==> src/rtl/imem_arb_pkg.sv <==
// Shared widths and helpers for the instruction-memory fetch arbiter.
// Combinational only; no latency.
// No flow control.
package imem_arb_pkg;
  localparam int IMEM_ADDR_W = 16;
  localparam int IMEM_DATA_W = 16;
  localparam int MAX_CORES   = 10;
  localparam int STALL_CNT_W = 16;
  localparam int IDX_W       = $clog2(MAX_CORES);

  // Callers truncate the MAX_CORES-wide result to their own core count.
  function automatic logic [MAX_CORES-1:0] onehot_of(input logic [IDX_W-1:0] idx);
    onehot_of = {{(MAX_CORES-1){1'b0}}, 1'b1} << idx;
  endfunction
endpackage

==> src/rtl/imem_fetch_arbiter_rr_pick.sv <==
// Round-robin pick: first eligible core at or after rr_ptr, wrapping to 0.
// Purely combinational, zero latency.
// No flow control; the caller gates eligibility.
module rr_pick #(
  parameter int N  = 4,
  parameter int PW = $clog2(N)
) (
  input  logic [N-1:0]  eligible,
  input  logic [PW-1:0] rr_ptr,
  output logic          any,
  output logic [PW-1:0] winner
);
  logic [N-1:0] rot;
  int           off;
  int           sum;

  always_comb begin
    rot = '0;
    off = 0;
    sum = 0;
    // Rotate so rr_ptr lands at bit 0, take the lowest set bit, rotate back.
    for (int i = 0; i < N; i++) begin
      rot[i] = eligible[PW'((i + int'(rr_ptr) >= N) ? i + int'(rr_ptr) - N : i + int'(rr_ptr))];
    end
    for (int i = N - 1; i >= 0; i--) begin
      if (rot[i]) off = i;
    end
    sum = off + int'(rr_ptr);
    if (sum >= N) sum = sum - N;
    winner = PW'(sum);
    any    = |eligible;
  end
endmodule

==> src/rtl/imem_fetch_arbiter.sv <==
// Round-robin share of the instruction_memory read port; optional IMEM_ARB_STATS_EN builds the stall counter.
// Latency: 2 cycles from request to one-hot rvalid; one grant per cycle overall.
// Backpressure: a core holds req until its rvalid; a pending core is not re-granted.
module imem_fetch_arbiter
  import imem_arb_pkg::*;
#(
  parameter int NUM_CORES = 4,
  parameter int ADDR_W    = IMEM_ADDR_W,
  parameter int DATA_W    = IMEM_DATA_W
) (
  input  logic                        clk,
  input  logic                        RESET,
  input  logic [NUM_CORES-1:0]        req,
  input  logic [NUM_CORES*ADDR_W-1:0] req_addr,
  output logic [ADDR_W-1:0]           imem_addr,
  output logic                        imem_read,
  input  logic [DATA_W-1:0]           imem_data,
  output logic [DATA_W-1:0]           rdata,
  output logic [NUM_CORES-1:0]        rvalid,
  output logic                        busy,
  output logic [STALL_CNT_W-1:0]      stall_cnt
);
  localparam int PW = $clog2(NUM_CORES);

  logic [NUM_CORES-1:0] pending;
  logic [NUM_CORES-1:0] pending_nxt;
  logic [NUM_CORES-1:0] eligible;
  logic [NUM_CORES-1:0] win_oh;
  logic [NUM_CORES-1:0] sel_oh;
  logic                 stage1_valid;
  logic [PW-1:0]        sel;
  logic [PW-1:0]        rr_ptr;
  logic [PW-1:0]        win;
  logic                 any;

  assign eligible = req & ~pending;
  assign busy     = |pending;
  assign win_oh   = NUM_CORES'(onehot_of(IDX_W'(win)));
  assign sel_oh   = NUM_CORES'(onehot_of(IDX_W'(sel)));

  rr_pick #(.N(NUM_CORES), .PW(PW)) u_pick (
    .eligible (eligible),
    .rr_ptr   (rr_ptr),
    .any      (any),
    .winner   (win)
  );

  // Set and clear never hit the same core: a pending core is never eligible.
  always_comb begin
    pending_nxt = pending;
    if (stage1_valid) pending_nxt = pending_nxt & ~sel_oh;
    if (any)          pending_nxt = pending_nxt | win_oh;
  end

  always_ff @(posedge clk) begin
    if (RESET) begin
      imem_addr    <= '0;
      imem_read    <= 1'b0;
      rdata        <= '0;
      rvalid       <= '0;
      pending      <= '0;
      stage1_valid <= 1'b0;
      sel          <= '0;
      rr_ptr       <= '0;
    end else begin
      pending <= pending_nxt;
      rvalid  <= stage1_valid ? sel_oh : '0;
      if (stage1_valid) rdata <= imem_data;
      if (any) begin
        imem_addr    <= req_addr[int'(win)*ADDR_W +: ADDR_W];
        imem_read    <= 1'b1;
        sel          <= win;
        stage1_valid <= 1'b1;
        rr_ptr       <= (int'(win) == NUM_CORES - 1) ? '0 : win + 1'b1;
      end else begin
        imem_read    <= 1'b0;
        stage1_valid <= 1'b0;
      end
    end
  end

`ifdef IMEM_ARB_STATS_EN
  logic [STALL_CNT_W-1:0] stall_q;
  logic                   contention;

  // Two or more eligible bits: clearing the lowest one leaves something set.
  assign contention = |(eligible & (eligible - NUM_CORES'(1)));

  always_ff @(posedge clk) begin
    if (RESET)                              stall_q <= '0;
    else if (contention && (stall_q != '1)) stall_q <= stall_q + 1'b1;
  end

  assign stall_cnt = stall_q;
`else
  assign stall_cnt = '0;
`endif
endmodule
==> config.mk <==
export PLATFORM = sky130hd
export DESIGN_NAME = imem_fetch_arbiter
export DESIGN_NICKNAME = d
export VERILOG_FILES = /design/src/rtl/imem_arb_pkg.sv /design/src/rtl/imem_fetch_arbiter_rr_pick.sv /design/src/rtl/imem_fetch_arbiter.sv
export SDC_FILE = /design/constraint.sdc
export NUM_CORES = 1
export LEC_CHECK = 0
export CAP_MARGIN = 40
export CORE_MARGIN = 1.5
export CORE_UTILIZATION = 25
export CTS_CLUSTER_DIAMETER = 100
export CTS_CLUSTER_SIZE = 14
export DETAILED_ROUTE_END_ITERATION = 8
export GPL_TIMING_DRIVEN = 0
export PLACE_DENSITY = 0.54
export SYNTH_ARGS = -nofsm -noshare
export SYNTH_HDL_FRONTEND = slang
export SYNTH_SLANG_ARGS = --single-unit
==> constraint.sdc <==
create_clock -name clk -period 2.7 [get_ports clk]
set_input_delay 0.27 -clock clk [delete_from_list [all_inputs] [get_ports clk]]
set_output_delay 0.27 -clock clk [all_outputs]
set_load 0.03 [all_outputs]
* Word level (Yosys, flattened, before mapping)
Cells that the tools add are included.
Cells by class: add/subtract/negate cells 10, magnitude comparators 9, equality and inequality tests 1, shift operators 3, muxes and demuxes 25, bitwise gates (word level) 6, reductions and logical operators 3
Operators by type and width (count):
- $shiftx 64x7->16 | 1
- $mux 2 | 10
- $lt 2x4->1 const B | 4
- $ge 3x3->1 const B | 4
- $sub 2x1->2 const B | 5
- $mux 1 | 9
- $and 4x4->4 | 2
- $bmux 1 s2 | 4
- $mux 4 | 2
- $not 4->4 | 2
- $reduce_or 4->1 | 2
- $shl 1x2->4 const A | 2
- $add 2x2->3 const A | 2
- $or 4x4->4 | 1
- $add 1x2->3 const A | 1
- $add 2x2->3 | 1
- $ge 2x3->1 const B | 1
- $add 2x1->2 const B | 1
- $eq 2x1->1 const B | 1
- $reduce_or 2->1 | 1
- $not 1->1 | 1
Storage, ports and cells: register bits 45, bits of input ports 86, output and inout port bits 54

* Logic depth before layout (Yosys ltp)
depth after elaboration 16, mapped depth 13, depth with buffers taken out 12

* Modules after synthesis
From an unflattened synthesis, not the netlist that was laid out.
Unflattened totals: cells, all modules 222, area, all modules 2363.5 µm²
Modules (own cells, without submodules):
- imem_fetch_arbiter | instances 1, cells an instance 197, area an instance 2197.1 µm², seq. area each 900.9 µm²
- rr_pick | instances 1, cells an instance 25, area an instance 166.4 µm², seq. area each 0.0 µm²

* Worst setup path after synthesis
Ideal clock, no wire load.
path type register to register, start register pending[1], end register imem_addr[10], setup time 124 ps, arrival 2634 ps, path slack -57 ps, cell stages (with the launch flop) 11, path through dfxtp_1 and2b_1 nor3_1 a311oi_1 o21ai_0 ha_1 clkbuf_1 clkbuf_1 mux2_2 a221oi_1 o21ai_1
RTL lines:
- start: declaration | line imem_fetch_arbiter.sv:25 | logic [NUM_CORES-1:0] pending;
- start signal: assignment | line imem_fetch_arbiter.sv:66 | pending <= pending_nxt;
- end signal: assignment | line imem_fetch_arbiter.sv:70 | imem_addr <= req_addr[int'(win)*ADDR_W +: ADDR_W];
- end: declaration | line imem_fetch_arbiter.sv:15 | output logic [ADDR_W-1:0] imem_addr,

==> results.cfg <==
[run_status]
outcome = complete, no violations

[synthesis]
synth_ff_type = dfxtp_1
synth_edf_count = 0
synth_area_mm2 = 0.00264
syn-mean-instance-area_um2 = 9.42
yosysSeqAreaShare = 0.342
synth-async-reset-ratio = 0
yosys_warnings = 0
netlist_instances = 280
ys_seq_elements = 45
synthDistinctLibCells = 42

[cts]
cts_sinks = 45
tritoncts = built
htree_levels = 2
path_clk_slew_ps = 90
cts_made_buffers = 5
clock_latency_ps = 290
ctsLongestPathBuffers = 2
clock-root-buffer = clkbuf_8
ctsHoldBuffers = 0

[setup_path]
worstSetupPathType = input port to flop
r2r_start = rr_ptr[0]
worstSetupStartpointType = input port
cp-end-kind = flop
crit_required_ps = 2890
cp.arrival_ps = 2740
path_max_fanout = 10
critPathLaunch = req[1]

[final_layout]
final_layout_size_suffix_gt1_frac = 0.228
nets = 513
insertedDiodeCount = 0
syn2layout_area_growth_pct = 64.8
nFillCells = 1048

[sta]
slew_headroom = 0.519
hold_viol_final = 0
finalMaxSlewViolations = 0
layout_setup_ws_ps = 145
worst_slew_pin_slew_ps = 722
setup_viol = 0
rsz0062_at_grt = no
layout_min_cycle_time_ps = 2550
finalCritPeriodShare = 0.946
worst_clock_skew_ps = 5.51
timing.fmax_ghz = 0.391
whs_ps = 454

[global_route]
grtUsageTotal = 0.139
grt_max_degree = 16
grt_overflow_total = 0
antenna_found_initial = 0
grt_first_pass_wirelength_um = 12500
grt_pass1_vias = 2600

[worst_hold_path]
hp-start = imem_addr[13]
hold_path.class = flop to flop

[detailed_routing]
firstDrtPassIters = 4
vias = 2585
drtIter0Drc = 50
viasPerCell = 4.60
wl_per_cell_um = 14.1
drc = 0
routed_wl_um = 7920
ant_nets = 0

[pwr]
irDropWorstVdd_mv = 0.458
p_per_area_mw_per_mm2 = 1070
p_leak_nw = 1.67
finalPower_mw = 4.65

[floorplanning]
dieArea_mm2 = 0.0112
top_level_ports = 140
initial_core_util = 0.257
row_count = 37
fp.dieW_um = 106
fp.dieH_um = 106
core_area_mm2 = 0.0103

[place]
pre_cts_ws_ps = -923
numPortBuffers = 123
place_congestion = 0.691
dp_hpwl_um = 6070

[flow_run]
cap_violations = 0
==> sequential cells by signal, summed over array words and instances (netlist names) <==
signal        cells
rr_ptr            2
imem_addr        16
rvalid            4
rdata            16
stage1_valid      1
sel               2
pending           4
==> through the flow <==
| step | area [µm²] | std cells | setup TNS [ps] | util |
|---|---|---|---|---|
| 6_report | 4340 | 562 | 0 | 0.423 |
| 4_1_cts | 4250 | 563 | 0 | 0.413 |
| 2_1_floorplan | 2700 | 295 | 0 | - |
| 3_3_place_gp | 4100 | 554 | -15090 | 0.399 |
| 3_5_place_dp | 4100 | 554 | -15670 | 0.399 |
| 5_1_grt | 4340 | 562 | 0 | 0.423 |
==> kinds of logic after synthesis <==
kind of cell | share of synthesized area
AND/OR/NAND/NOR | 0.124
other | 0.00142
flip-flops | 0.342
XOR/XNOR | 0.0138
AO/OA/AOI/OAI | 0.211
adder cells (fa/ha/maj) | 0.00949
buffers and inverters | 0.0968
multiplexers | 0.201
==> critical path, stage by stage <==
cell	delay [ps]
clkdlybuf4s50_1	500
and2b_2	230
nor3_2	50
a311oi_1	260
o21ai_1	130
ha_4	330
buf_6	170
mux2_2	380
a221oi_1	320
o21ai_1	80
==> cell type report <==
type | instances | area [µm²] | share of cell area
Clock inverter | 3 | 46.3 | 0.0107
Inverter | 5 | 18.8 | 0.00432
Multi-Input combinational cell | 206 | 1630 | 0.375
Clock buffer | 5 | 68.8 | 0.0158
Timing Repair Buffer | 125 | 1250 | 0.287
Tap cell | 136 | 170 | 0.0392
Sequential cell | 45 | 901 | 0.207
Buffer | 37 | 263 | 0.0605
==> cells in the final DEF, fill, tap and decap left out, types with 2 or more instances in the layout <==
cell type	instances
a211oi_1	4
a21oi_1	3
a221oi_1	26
a221oi_2	6
buf_2	3
buf_4	19
buf_6	6
clkbuf_1	6
clkbuf_2	3
clkbuf_4	2
clkbuf_8	5
clkdlybuf4s50_1	123
conb_1	16
dfxtp_1	45
inv_1	4
mux2_2	32
mux2i_1	17
nand2_1	21
nand2b_1	3
nand2b_2	2
nand3_1	2
nor2_1	24
nor2b_1	2
nor3_1	2
o21ai_0	4
o21ai_1	18
xnor2_4	2
==> path summary, 6_finish.rpt <==
kind | to | slack, ps | cells past startpoint
min | imem_addr[13] | 450 | 2
max reg2reg | imem_addr[12] | 170 | 9
min reg2reg | imem_addr[13] | 450 | 2
max | imem_addr[12] | 150 | 10
==> layer usage <==
| metal | GRT usage | share of wire | up-vias |
|---|---|---|---|
| li1 | - | - | 1301 |
| met1 | 0.165 | 0.41 | 1184 |
| met4 | 0.0338 | 0.012 | 0 |
| met5 | 0 | 0 | - |
| met2 | 0.251 | 0.51 | 89 |
| met3 | 0.0328 | 0.063 | 11 |
==> synthesized netlist by cell type (2+ instances only) <==
library cell / count / area share
a211oi_1: 4 / 0.011
a21oi_1: 3 / 0.0057
a221oi_1: 32 / 0.11
buf_2: 6 / 0.011
buf_4: 16 / 0.046
buf_6: 3 / 0.013
clkbuf_1: 14 / 0.020
dfxtp_1: 45 / 0.34
ha_1: 2 / 0.0095
inv_1: 4 / 0.0057
mux2_2: 32 / 0.14
mux2i_1: 17 / 0.065
nand2_1: 21 / 0.030
nand2b_1: 4 / 0.0095
nand3_1: 2 / 0.0038
nor2_1: 24 / 0.034
nor2b_1: 4 / 0.0095
nor3_1: 3 / 0.0057
o21ai_0: 5 / 0.0095
o21ai_1: 17 / 0.032
==> where the power goes <==
group,total (mW),switching [mW],internal (mW),leakage [nW]
clock network,0.520,0.243,0.277,0.0543
registers,0.978,0.112,0.866,0.373
logic,3.16,1.63,1.53,1.25
total,4.65,1.98,2.67,1.67
==> what timing repair did <==
action                                  4_1_cts  5_1_grt
setup buffers                                 2        0
pin swaps                                     1        1
endpoints found under the setup margin       22       16
gates resized for setup                       9       28
hold endpoints to repair                      0        0
Power figures use the tool's default switching activity.
